[src/rtl/register_loader.sv]
// Purpose : debounced push-button loader that writes sw into successive register file words, then reads each back to check it.
// Latency : press pulse in cycle N -> WE in cycle N+1; idle again in N+3 (N+2 when readback checking is compiled out).
// Backpr. : none; presses that arrive while busy are dropped, not queued.
//
// Ports   : clk, reset (sync, active-high); btn raw button; sw data to store;
//           RD register file read data for A; WE/A/WD register file write port;
//           busy high outside IDLE; err readback mismatch flag.
// Config  : define REGISTER_LOADER_VERIFY_EN to enable the VERIFY/ERROR readback states.
module register_loader #(
    parameter int WIDTH    = 4,
    parameter int ADDR_W   = 2,
    parameter int DEBOUNCE = 16
) (
    input  logic              clk,
    input  logic              reset,
    input  logic              btn,
    input  logic [WIDTH-1:0]  sw,
    input  logic [WIDTH-1:0]  RD,
    output logic              WE,
    output logic [ADDR_W-1:0] A,
    output logic [WIDTH-1:0]  WD,
    output logic              busy,
    output logic              err
);

    localparam int                CNT_W   = (DEBOUNCE > 1) ? $clog2(DEBOUNCE) : 1;
    localparam logic [CNT_W-1:0]  CNT_MAX = CNT_W'(DEBOUNCE - 1);

    localparam logic [1:0] IDLE   = 2'd0;
    localparam logic [1:0] WRITE  = 2'd1;
`ifdef REGISTER_LOADER_VERIFY_EN
    localparam logic [1:0] VERIFY = 2'd2;
    localparam logic [1:0] ERROR  = 2'd3;
`endif

    logic              sync1_q, sync1_d;
    logic              sync2_q, sync2_d;
    logic              db_q, db_d;
    logic [CNT_W-1:0]  cnt_q, cnt_d;
    logic              press;
    logic [1:0]        state_q, state_d;
    logic [ADDR_W-1:0] addr_q, addr_d;
    logic [WIDTH-1:0]  data_q, data_d;
`ifdef REGISTER_LOADER_VERIFY_EN
    logic              err_q, err_d;
`else
    logic              unused_rd;
    assign unused_rd = ^RD;
`endif

    // Synchronizer and debouncer. The press pulse is raised in the same cycle
    // the debounced level is about to rise, so the FSM reacts one edge earlier.
    always_comb begin
        sync1_d = btn;
        sync2_d = sync1_q;
        db_d    = db_q;
        cnt_d   = '0;
        press   = 1'b0;
        if (sync2_q != db_q) begin
            if (cnt_q == CNT_MAX) begin
                db_d  = sync2_q;
                press = sync2_q;
            end else begin
                cnt_d = cnt_q + 1'b1;
            end
        end
    end

    always_comb begin
        state_d = state_q;
        addr_d  = addr_q;
        data_d  = data_q;
`ifdef REGISTER_LOADER_VERIFY_EN
        err_d   = err_q;
`endif
        case (state_q)
            IDLE: begin
                if (press) begin
                    data_d  = sw;
                    state_d = WRITE;
                end
            end
            WRITE: begin
`ifdef REGISTER_LOADER_VERIFY_EN
                state_d = VERIFY;
`else
                addr_d  = addr_q + 1'b1;
                state_d = IDLE;
`endif
            end
`ifdef REGISTER_LOADER_VERIFY_EN
            VERIFY: begin
                if (RD == data_q) begin
                    addr_d  = addr_q + 1'b1;
                    state_d = IDLE;
                end else begin
                    err_d   = 1'b1;
                    state_d = ERROR;
                end
            end
            ERROR: begin
                // Acknowledge only; the failed word is not rewritten.
                if (press) begin
                    err_d   = 1'b0;
                    state_d = IDLE;
                end
            end
`endif
            default: state_d = IDLE;
        endcase
    end

    always_ff @(posedge clk) begin
        if (reset) begin
            sync1_q <= 1'b0;
            sync2_q <= 1'b0;
            db_q    <= 1'b0;
            cnt_q   <= '0;
            state_q <= IDLE;
            addr_q  <= '0;
            data_q  <= '0;
`ifdef REGISTER_LOADER_VERIFY_EN
            err_q   <= 1'b0;
`endif
        end else begin
            sync1_q <= sync1_d;
            sync2_q <= sync2_d;
            db_q    <= db_d;
            cnt_q   <= cnt_d;
            state_q <= state_d;
            addr_q  <= addr_d;
            data_q  <= data_d;
`ifdef REGISTER_LOADER_VERIFY_EN
            err_q   <= err_d;
`endif
        end
    end

    assign WE   = (state_q == WRITE);
    assign A    = addr_q;
    assign WD   = data_q;
    assign busy = (state_q != IDLE);
`ifdef REGISTER_LOADER_VERIFY_EN
    assign err  = err_q;
`else
    assign err  = 1'b0;
`endif

endmodule

[config.mk]
export PLATFORM = sky130hd
export DESIGN_NAME = register_loader
export DESIGN_NICKNAME = d
export VERILOG_FILES = /design/src/rtl/register_loader.sv
export SDC_FILE = /design/constraint.sdc
export NUM_CORES = 1
export LEC_CHECK = 0
export BUFFER_PORTS_ARGS = -buffer_cell sky130_fd_sc_hd__buf_2
export CORE_AREA = 2 2 39 41
export DETAILED_ROUTE_END_ITERATION = 10
export DIE_AREA = 0 0 41 43
export MAX_ROUTING_LAYER = met4
export PLACE_DENSITY_LB_ADDON = 0.3
export SLEW_MARGIN = 15
export SYNTH_ARGS = -nofsm -noshare
export SYNTH_HDL_FRONTEND = slang
export SYNTH_SLANG_ARGS = --single-unit
export TNS_END_PERCENT = 10
[constraint.sdc]
create_clock -name clk -period 3.81 [get_ports clk]
set_input_delay 0.1905 -clock clk [delete_from_list [all_inputs] [get_ports clk]]
set_output_delay 0.1905 -clock clk [all_outputs]
set_load 0.01 [all_outputs]
==> out/metrics.json, run 1 <==
{
  "place.detailed.hpwl_um": 586,
  "grt_pass1_wl_um": 1420,
  "synth.yosys.seq_area_share_pct": 49.8,
  "setup_violations": 0,
  "wire_per_inst_um": 9.29,
  "yosys_warnings": 0,
  "syn_inst": 53,
  "die_h_um": 43,
  "grtUsageTotal_pct": 12.7,
  "htree_levels": 1,
  "post_route_cells_drive_above_1_share_pct": 29.4,
  "fmax_mhz": 682,
  "tritoncts": "built",
  "worstSetupPathType": "reg -> reg",
  "clk_latency_ns": 0.27,
  "fin_worst_skew_ns": 0.00267,
  "globalRouteMet2Util_pct": 16.6,
  "drt_iter0_markers": 1,
  "critical_path.max_stage_delay_ns": 0.45,
  "boundaryPins": 20,
  "timing.critical_path.to_type": "register",
  "clock_sinks": 14,
  "worst-path-buf-inv": 0,
  "row_count": 14,
  "cp_top_family": "simple AND/OR/NAND/NOR gates",
  "setup-tns-final_ns": 0,
  "drc_violation_count_after_routing": 0,
  "grtUsageMet1_pct": 16.0,
  "cts_root_buffer": "clkbuf_4",
  "buffer_ports.inserted": 14,
  "timing.critical_path.from_type": "register",
  "syn_area_cell_um2": 10.6,
  "timing_max_transition_violations_final": 0,
  "vias_per_cell": 4.44,
  "max_cap_violations": 0,
  "dr.pass1.iters": 3,
  "finalInstanceArea_um2": 671,
  "gp_congestion": 0.609,
  "timing.critical_path.from": "cnt_q[0]",
  "antenna_cells": 0,
  "most_used_cells_in_the_layout_excluding_fill_and_tap_cells": "dfxtp_1 (14), buf_2 (14), nand2b_1 (8)",
  "global_route.usage.met3_pct": 3.14,
  "cts-resized-gates": 0,
  "syn_nets": 65,
  "finalCriticalPeriod_ns": 1.47,
  "timing.critical_path.slowest_stage_cell": "nor4b_4",
  "synth_top_area_share_pct": 49.8,
  "die_x_um": 41,
  "final_hold_viol_count": 0,
  "postRouteAntennaNets": 0,
  "initial_utilization_pct": 40.7,
  "clk_path_buf_depth": 2,
  "min-delay-path-class": "in -> reg",
  "data_required_time_of_the_critical_path_ns": 4.01,
  "timing.rr.start": "cnt_q[0]",
  "fp.dieArea_um2": 1760,
  "detailroute.via_count": 373,
  "synth_top_area_cell": "dfxtp_1",
  "via_count_of_the_first_global_routing_pass": 352,
  "num-nets-final": 81,
  "drt-total-wl_um": 780,
  "postPlaceCellArea_um2": 634,
  "grt_max_degree": 17,
  "synthTopCellsByArea": "dfxtp_1 (50%), mux2i_1 (8.9%), nand2b_1 (8.9%)",
  "tritoncts.num_buffers": 3,
  "cp_data_arrival_time_ns": 1.66,
  "top_usage_layer": "met2",
  "cts.reportedPaths.clkPinSlew_ns": 0.08,
  "grt_setup_unrepaired": "no",
  "floorplan.core_area_um2": 1380,
  "hold_path_startpoint": "btn",
  "cellLeakagePower_nw": 0.304,
  "timing.final.crit_share_pct": 38.5,
  "critical_path.max_fanout": 5,
  "netlist_area_um2": 563,
  "run_status": "finished, final reports clean",
  "grt-ovfl-total": 0,
  "cts.repair_timing.setup_buffer_count": 0,
  "antenna_violations_before_repair": 0,
  "crit_chain": "ha_1, nand3_2, nor4b_4, mux2i_1",
  "holdBufCountCts": 0,
  "post_synthesis_cell_type_count": 18,
  "synthToLayoutAreaGrowth_pct": 19.1,
  "ir_worst_vdd_v": 0.000190,
  "power_density_nw_per_um2": 388,
  "synth_seq_cells": 14
}
[worst register-to-register path, cell delays in order, from the launching register on]
cell,delay [ns]
dfxtp_1,0.36
ha_1,0.21
nand3_2,0.14
nor4b_4,0.45
mux2i_1,0.24
[per-layer routing]
metal | up-vias | share of wire (%)
li1 | 195 | -
met1 | 167 | 46
met4 | 0 | 1.5
met5 | - | 0
met2 | 9 | 48
met3 | 2 | 4.5
[flip-flops by register name, indices dropped and copies added (netlist names)]
| register | flops |
|---|---|
| WD | 4 |
| sync1_q | 1 |
| state_q | 1 |
| A | 2 |
| db_q | 1 |
| sync2_q | 1 |
| cnt_q | 4 |
[path summary, 6_finish.rpt]
check,endpoint,slack [ns],cells past startpoint
hold reg to reg,sync2_q,0.45,1
setup / recovery,WD[0],2.34,4
setup reg to reg,WD[0],2.34,4
hold / removal,sync1_q,0.13,2
[synthesized netlist by cell type]
master	n
dfxtp_1	14
nand3b_1	1
mux2i_1	5
inv_1	1
buf_4	2
nand3_2	1
nand2b_1	8
xor2_1	4
nor4b_4	1
xnor2_1	1
conb_1	1
nor2_1	6
ha_1	1
nand3_1	1
nand2_1	1
clkbuf_1	1
nor2b_1	3
and3b_1	1
[kinds of logic (layout without fill, tap and decap cells)]
kind of cell / Yosys count / count (layout) / synth area share, %
xor+xnor: 5 / 5 / 7.78
fa+ha+maj: 1 / 1 / 2.22
buf+inv: 4 / 19 / 4.00
flops: 14 / 14 / 49.8
mux: 5 / 5 / 8.89
other cells: 1 / 1 / 0.666
simple gates: 23 / 23 / 26.7
[layout make-up]
type	instances	area, um^2
clock buffers	4	36.3
fillers	140	713
inverters	1	3.75
multi-input cells	35	260
flip-flops and latches	14	280
well taps	16	20.0
repair buffers	14	70.1
[metrics by stage]
step / std cells / util, % / total power, mW / hold slack (ns) / worst slack, ns
6_report: 84 / 48.5 / 0.260 / 0.128 / 2.34
2_1_floorplan: 53 / - / 0.158 / 0.319 / 2.48
3_3_place_gp: 80 / 45.8 / 0.161 / 0.403 / 2.35
5_1_grt: 84 / 48.5 / 0.275 / 0.119 / 2.18
3_5_place_dp: 80 / 45.8 / 0.161 / 0.414 / 2.34
4_1_cts: 84 / 48.5 / 0.266 / 0.121 / 2.31
[power by group]
| group | internal [mW] | switching (mW) | total (mW) |
|---|---|---|---|
| logic | 0.00530 | 0.00433 | 0.00963 |
| registers | 0.147 | 0.000696 | 0.148 |
| clock network | 0.0580 | 0.0445 | 0.103 |
| total | 0.211 | 0.0495 | 0.260 |
Power figures use the tool's default switching activity.
==> inputs of run 2 (changes only) <==
==> constraint.sdc (replaced) <==
create_clock -name clk -period 1.39 [get_ports clk]
set_input_delay 0.0695 -clock clk [delete_from_list [all_inputs] [get_ports clk]]
set_output_delay 0.0695 -clock clk [all_outputs]
set_load 0.01 [all_outputs]
==> run 2 against run 1 <==
- count of clock-buffer cells in the layout is 1 lower
- critical path type unchanged
- first-iteration DRC count grew to 3.0 times the previous value
- critical path depth rose by 1
- fmax is 12% higher
- non-clock buffer count rose by 2
- global-route usage fell by 1.0 points
- clock skew down 0.0011 ns
- combinational power grew to 2.8 times the previous value
- power up 150%
- largest cell class unchanged
- sequential power increased to 2.7 times the previous value
- wire length rose by 4.4%
- sequential share of layout area down 0.41 points
==> out/metrics.json, run 2 (same netlist as run 1, synthesis figures left out) <==
{
  "via_count_of_the_first_global_routing_pass": {"value": 324, "change": "was 352"},
  "clk_latency": {"value": 0.27, "unit": "ns", "change": "about the same"},
  "post-route-util": {"value": 49.8, "unit": "%", "change": "was 48.5%"},
  "dr.pass1.iters": {"value": 2, "change": "was 3"},
  "cts.repair_timing.setup_buffer_count": {"value": 0, "change": "unchanged"},
  "critical_path.max_fanout": {"value": 5, "change": "unchanged"},
  "clock_power_share": {"value": 33.3, "unit": "%", "change": "was 39.4%"},
  "fp.dieArea": {"value": 1760, "unit": "um^2", "change": "unchanged"},
  "gp_congestion": {"value": 0.613, "change": "was 0.609"},
  "grt-ovfl-total": {"value": 0, "change": "unchanged"},
  "fin_worst_skew": {"value": 0.00159, "unit": "ns", "change": "was 0.00267 ns"},
  "initial_utilization": {"value": 40.7, "unit": "%", "change": "unchanged"},
  "post_place_worst_slack": {"value": 0.0183, "unit": "ns", "change": "was 2.34 ns"},
  "timing_max_transition_violations_final": {"value": 0, "change": "unchanged"},
  "floorplan.core_area": {"value": 1380, "unit": "um^2", "change": "unchanged"},
  "detailroute.via_count": {"value": 378, "change": "was 373"},
  "min-delay-path-class": {"value": "in -> reg", "change": "unchanged"},
  "timing.critical_path.from_type": {"value": "register", "change": "unchanged"},
  "timing.final.crit_share": {"value": 94.3, "unit": "%", "change": "was 38.5%"},
  "power_density": {"value": 938, "unit": "nW/um^2", "change": "was 388 nW/um^2"},
  "setup-tns-final": {"value": 0, "unit": "ns", "change": "unchanged"},
  "grtUsageTotal": {"value": 11.7, "unit": "%", "change": "was 12.7%"},
  "row_count": {"value": 14, "change": "unchanged"},
  "place.detailed.hpwl": {"value": 599, "unit": "um", "change": "was 586 um"},
  "grt_setup_unrepaired": {"value": "no", "change": "unchanged"},
  "synthToLayoutAreaGrowth": {"value": 22.4, "unit": "%", "change": "was 19.1%"},
  "grt_max_degree": {"value": 17, "change": "unchanged"},
  "wire_per_inst": {"value": 9.58, "unit": "um", "change": "was 9.29 um"},
  "p_seq_share": {"value": 62.7, "unit": "%", "change": "was 56.9%"},
  "tritoncts": {"value": "built", "change": "unchanged"},
  "nFillCells": {"value": 140, "change": "unchanged"},
  "data_required_time_of_the_critical_path": {"value": 1.59, "unit": "ns", "change": "was 4.01 ns"},
  "dpl.cell_count": {"value": 82, "change": "was 80"},
  "total_power": {"value": 0.647, "unit": "mW", "change": "was 0.260 mW"},
  "finalCriticalPeriod": {"value": 1.31, "unit": "ns", "change": "was 1.47 ns"},
  "grt_pass1_wl": {"value": 1350, "unit": "um", "change": "was 1420 um"},
  "ir_worst_vdd": {"value": 0.000596, "unit": "V", "change": "was 0.000190 V"},
  "cp_data_arrival_time": {"value": 1.51, "unit": "ns", "change": "was 1.66 ns"},
  "antenna_cells": {"value": 0, "change": "unchanged"},
  "final_hold_viol_count": {"value": 0, "change": "unchanged"},
  "num-nets-final": {"value": 83, "change": "was 81"},
  "timing.critical_path.to_type": {"value": "register", "change": "unchanged"},
  "worstSetupPathType": {"value": "reg -> reg", "change": "unchanged"},
  "layout.cells.most_common": "buf_2",
  "final-instance-count-excl-fill": {"value": 85, "change": "was 84"},
  "die_x": {"value": 41, "unit": "um", "change": "unchanged"},
  "post_route_cells_drive_above_1_share": {"value": 34.8, "unit": "%", "change": "was 29.4%"},
  "timing.hold.ws": {"value": 0.00996, "unit": "ns", "change": "was 0.128 ns"},
  "postRouteAntennaNets": {"value": 0, "change": "unchanged"},
  "postPlaceCellArea": {"value": 649, "unit": "um^2", "change": "was 634 um^2"},
  "vias_per_cell": {"value": 4.45, "change": "was 4.44"},
  "buffer_ports.inserted": {"value": 14, "change": "unchanged"},
  "cellInternalPower": {"value": 0.518, "unit": "mW", "change": "was 0.211 mW"},
  "fmax": {"value": 763, "unit": "MHz", "change": "was 682 MHz"},
  "most_used_cells_in_the_layout_excluding_fill_and_tap_cells": {"value": "buf_2 (14), dfxtp_1 (12), nand2b_1 (8)", "change": "was dfxtp_1 (14), buf_2 (14), nand2b_1 (8)"},
  "finalInstanceArea": {"value": 689, "unit": "um^2", "change": "was 671 um^2"},
  "htree_levels": {"value": 1, "change": "unchanged"},
  "clk_path_buf_depth": {"value": 2, "change": "unchanged"},
  "netSwitchingFraction": {"value": 20.0, "unit": "%", "change": "was 19.0%"},
  "share_of_total_power_in_combinational_logic": {"value": 4.1, "unit": "%", "change": "was 3.7%"},
  "setup_violations": {"value": 0, "change": "unchanged"},
  "boundaryPins": {"value": 20, "change": "unchanged"},
  "cellLeakagePower": {"value": 0.305, "unit": "nW", "change": "was 0.304 nW"},
  "cts.reportedPaths.clkPinSlew": {"value": 0.08, "unit": "ns", "change": "about the same"},
  "drt-total-wl": {"value": 814, "unit": "um", "change": "was 780 um"},
  "drt_iter0_markers": {"value": 3, "change": "was 1"},
  "power.net_switching": {"value": 0.129, "unit": "mW", "change": "was 0.0495 mW"},
  "run_status": {"value": "finished, final reports clean", "change": "unchanged"},
  "die_h": {"value": 43, "unit": "um", "change": "unchanged"},
  "max_cap_violations": {"value": 0, "change": "unchanged"},
  "finalWorstSetupSlack": {"value": 0.0788, "unit": "ns", "change": "was 2.34 ns"},
  "cts_root_buffer": {"value": "clkbuf_4", "change": "unchanged"},
  "antenna_violations_before_repair": {"value": 0, "change": "unchanged"},
  "drc_violation_count_after_routing": {"value": 0, "change": "unchanged"},
  "clock_sinks": {"value": 14, "change": "unchanged"},
  "tritoncts.num_buffers": {"value": 3, "change": "unchanged"}
}
[run 2: final timing paths]
check,start,end,slack (ns),depth (start not counted)
max,cnt_q[0],WD[0],0.08,5
min reg2reg,sync1_q,sync2_q,0.44,1
max reg2reg,cnt_q[0],WD[0],0.08,5
min,btn,sync1_q,0.01,2
[run 2: power groups by stage]
stage                     clock (mW)  sequential [mW]  combinational [mW]
final                          0.215            0.405              0.0265
after global routing           0.233            0.406              0.0298
after CTS                      0.222            0.406              0.0267
after detailed placement           0            0.416              0.0267
after global placement             0            0.416              0.0257
after floorplan                    0            0.415              0.0178
[run 2: timing repair]
action,4_1_cts,5_1_grt
endpoints found under the hold margin,0,0
endpoints found under the setup margin,1,5
pin swaps,0,0
hold buffers,0,0
cloned,0,0
gates resized for setup,1,4
[run 2: area by class of cell]
type	count	area [um^2]	area share, %
clock buffers	3	22.5	3.27
multi-input cells	35	273	39.6
well taps	16	20.0	2.90
inverters	1	3.75	0.544
flip-flops and latches	14	285	41.4
repair buffers	16	85.1	12.3
[run 2: routing by layer]
layer	vias up	GRT usage, %	wire length, um	part of all wire (%)
met5	-	-	0	0
met3	2	3.14	38	4.7
met2	9	13.8	350	43
met1	168	16.8	415	51
met4	0	8.00	9	1.1
li1	199	-	-	-
[run 2: critical path, stage by stage (launching register included)]
cell     delay (ns)
dfxtp_4        0.37
ha_4           0.14
nand3_2        0.10
nor4b_4        0.25
buf_4          0.18
mux2i_1        0.19
==> inputs of run 3 (changes only) <==
--- a/config.mk
+++ b/config.mk
@@ -9,8 +9,8 @@
 export CORE_AREA = 2 2 39 41
 export DETAILED_ROUTE_END_ITERATION = 10
 export DIE_AREA = 0 0 41 43
-export MAX_ROUTING_LAYER = met4
 export PLACE_DENSITY_LB_ADDON = 0.3
+export SETUP_SLACK_MARGIN = 0.15
 export SLEW_MARGIN = 15
 export SYNTH_ARGS = -nofsm -noshare
 export SYNTH_HDL_FRONTEND = slang
==> run 3 against run 2 <==
- die area stayed put
- clock power is 33% higher
- final area is 5.3% higher
- global-route usage grew 0.93 points
- fmax is 6.7% higher
- combinational power up 11%
- sequential power hardly changed
- count of clock-buffer cells in the layout rose by 1
- worst hold slack better by 0.033 ns
- cell count up 3.5%
- wire length up 4.3%
- critical endpoint unchanged
- highest routed layer unchanged
==> out/metrics.json, run 3 (same netlist as run 1, synthesis figures left out) <==
{
  "fp.dieArea": {"value": 1760, "unit": "um^2", "change": "unchanged"},
  "gp_congestion": {"value": 0.591, "change": "was 0.613"},
  "clock_sinks": {"value": 14, "change": "unchanged"},
  "htree_levels": {"value": 1, "change": "unchanged"},
  "finalCriticalPeriod": {"value": 1.23, "unit": "ns", "change": "was 1.31 ns"},
  "grtUsageTotal": {"value": 12.6, "unit": "%", "change": "was 11.7%"},
  "postRouteAntennaNets": {"value": 0, "change": "unchanged"},
  "post_route_cells_drive_above_1_share": {"value": 36.1, "unit": "%", "change": "was 34.8%"},
  "crit_chain": {"value": "ha_4, nand3_4, nor4b_4, buf_4, mux2i_1", "change": "was ha_4, nand3_2, nor4b_4, buf_4, mux2i_1"},
  "timing.final.crit_share": {"value": 88.4, "unit": "%", "change": "was 94.3%"},
  "fmax": {"value": 814, "unit": "MHz", "change": "was 763 MHz"},
  "cts.reportedPaths.clkPinSlew": {"value": 0.08, "unit": "ns", "change": "about the same"},
  "drc_violation_count_after_routing": {"value": 0, "change": "unchanged"},
  "floorplan.core_area": {"value": 1380, "unit": "um^2", "change": "unchanged"},
  "cellLeakagePower": {"value": 0.322, "unit": "nW", "change": "was 0.305 nW"},
  "dr.pass1.iters": {"value": 3, "change": "was 2"},
  "finalInstanceArea": {"value": 726, "unit": "um^2", "change": "was 689 um^2"},
  "place.detailed.hpwl": {"value": 606, "unit": "um", "change": "was 599 um"},
  "final_hold_viol_count": {"value": 0, "change": "unchanged"},
  "cts-resized-gates": {"value": 0, "change": "was 1"},
  "die_h": {"value": 43, "unit": "um", "change": "unchanged"},
  "antenna_violations_before_repair": {"value": 0, "change": "unchanged"},
  "grt_max_degree": {"value": 17, "change": "unchanged"},
  "finalWorstSetupSlack": {"value": 0.161, "unit": "ns", "change": "was 0.0788 ns"},
  "timing.critical_path.slowest_stage_cell": {"value": "dfxtp_2", "change": "was dfxtp_4"},
  "row_count": {"value": 14, "change": "unchanged"},
  "timing.critical_path.to_type": {"value": "register", "change": "unchanged"},
  "cp_top_family": {"value": "flip-flops", "change": "unchanged"},
  "tritoncts.num_buffers": {"value": 3, "change": "unchanged"},
  "data_required_time_of_the_critical_path": {"value": 1.60, "unit": "ns", "change": "was 1.59 ns"},
  "grt_setup_unrepaired": {"value": "yes", "change": "was no"},
  "num-nets-final": {"value": 85, "change": "was 83"},
  "setup_violations": {"value": 0, "change": "unchanged"},
  "clk_path_buf_depth": {"value": 2, "change": "unchanged"},
  "setup-tns-final": {"value": 0, "unit": "ns", "change": "unchanged"},
  "wire_per_inst": {"value": 9.65, "unit": "um", "change": "was 9.58 um"},
  "total_power": {"value": 0.723, "unit": "mW", "change": "was 0.647 mW"},
  "worstSetupPathType": {"value": "reg -> reg", "change": "unchanged"},
  "drt-total-wl": {"value": 849, "unit": "um", "change": "was 814 um"},
  "vias_per_cell": {"value": 4.48, "change": "was 4.45"},
  "max_cap_violations": {"value": 0, "change": "unchanged"},
  "critical_path.max_stage_delay": {"value": 0.36, "unit": "ns", "change": "was 0.37 ns"},
  "boundaryPins": {"value": 20, "change": "unchanged"},
  "layout.cells.most_common": {"value": "buf_2", "change": "unchanged"},
  "critical_path.max_fanout": {"value": 5, "change": "unchanged"},
  "min-delay-path-class": {"value": "in -> reg", "change": "unchanged"},
  "initial_utilization": {"value": 40.7, "unit": "%", "change": "unchanged"},
  "post_place_worst_slack": {"value": 0.142, "unit": "ns", "change": "was 0.0183 ns"},
  "fin_worst_skew": {"value": 0.00198, "unit": "ns", "change": "was 0.00159 ns"},
  "tritoncts": {"value": "built", "change": "unchanged"},
  "clk_latency": {"value": 0.27, "unit": "ns", "change": "about the same"},
  "grt-ovfl-total": {"value": 0, "change": "unchanged"},
  "drt_iter0_markers": {"value": 2, "change": "was 3"},
  "via_count_of_the_first_global_routing_pass": {"value": 378, "change": "was 324"},
  "ir_worst_vdd": {"value": 0.000553, "unit": "V", "change": "was 0.000596 V"},
  "cts_root_buffer": {"value": "clkbuf_4", "change": "unchanged"},
  "run_status": {"value": "finished, final reports clean", "change": "unchanged"},
  "buffer_ports.inserted": {"value": 14, "change": "unchanged"},
  "cp_data_arrival_time": {"value": 1.44, "unit": "ns", "change": "was 1.51 ns"},
  "grt_pass1_wl": {"value": 1480, "unit": "um", "change": "was 1350 um"},
  "worst-path-buf-inv": {"value": 1, "change": "unchanged"},
  "detailroute.via_count": {"value": 394, "change": "was 378"},
  "antenna_cells": {"value": 0, "change": "unchanged"},
  "timing.critical_path.from_type": {"value": "register", "change": "unchanged"},
  "postPlaceCellArea": {"value": 664, "unit": "um^2", "change": "was 649 um^2"},
  "power_density": {"value": 997, "unit": "nW/um^2", "change": "was 938 nW/um^2"},
  "timing_max_transition_violations_final": {"value": 0, "change": "unchanged"},
  "die_x": {"value": 41, "unit": "um", "change": "unchanged"},
  "synthToLayoutAreaGrowth": {"value": 28.9, "unit": "%", "change": "was 22.4%"},
  "most_used_cells_in_the_layout_excluding_fill_and_tap_cells": {"value": "buf_2 (14), dfxtp_1 (12), nand2b_1 (8)", "change": "unchanged"}
}
==> run 3: through the flow <==
step	cells	utilization (%)	hold WS, ns
6_report	88	52.4	0.0426
5_1_grt	88	52.4	0.0532
4_1_cts	88	52.4	0.0283
3_5_place_dp	81	48.0	0.284
3_3_place_gp	81	48.0	0.279
2_1_floorplan	53	-	0.198
==> run 3: path summary, 6_finish.rpt <==
kind                            depth (start not counted)  startpoint       to  slack, ns
worst max-delay path                                    5    cnt_q[0]    WD[0]       0.16
worst min-delay path                                    3       sw[2]    WD[2]       0.04
worst max register to register                          5    cnt_q[0]    WD[0]       0.16
worst min register to register                          1     sync1_q  sync2_q       0.44
==> run 3: metal layers <==
metal / track usage [%] / part of all wire (%) / wire (um)
met1: 15.7 / 46 / 391
met2: 17.5 / 48 / 408
met3: 3.14 / 4.8 / 41
met4: 10.0 / 1.1 / 9
met5: 0 / 0 / 0
==> run 3: report_power, final <==
group	switching [mW]	internal (mW)	total [mW]
Sequential	0.00221	0.404	0.407
Combinational	0.0120	0.0175	0.0295
Clock	0.128	0.159	0.287
Total	0.142	0.581	0.723
==> run 3: timing repair <==
action,4_1_cts,5_1_grt
setup endpoints to repair,4,5
pin swaps,1,0
hold buffers,1,0
hold endpoints to repair,1,0
setup buffers,2,0
==> run 3: area by class of cell <==
type / count / area, um^2
Multi-Input combinational cell: 35 / 280
Inverter: 1 / 3.75
Sequential cell: 14 / 283
Clock buffer: 4 / 36.3
Timing Repair Buffer: 18 / 103
Tap cell: 16 / 20.0
Fill cell: 138 / 658
==> run 3: worst reg2reg max path: stages, from the launching register on <==
cell and delay [ns]:
dfxtp_2 0.36, ha_4 0.15, nand3_4 0.08, nor4b_4 0.21
buf_4 0.18, mux2i_1 0.18
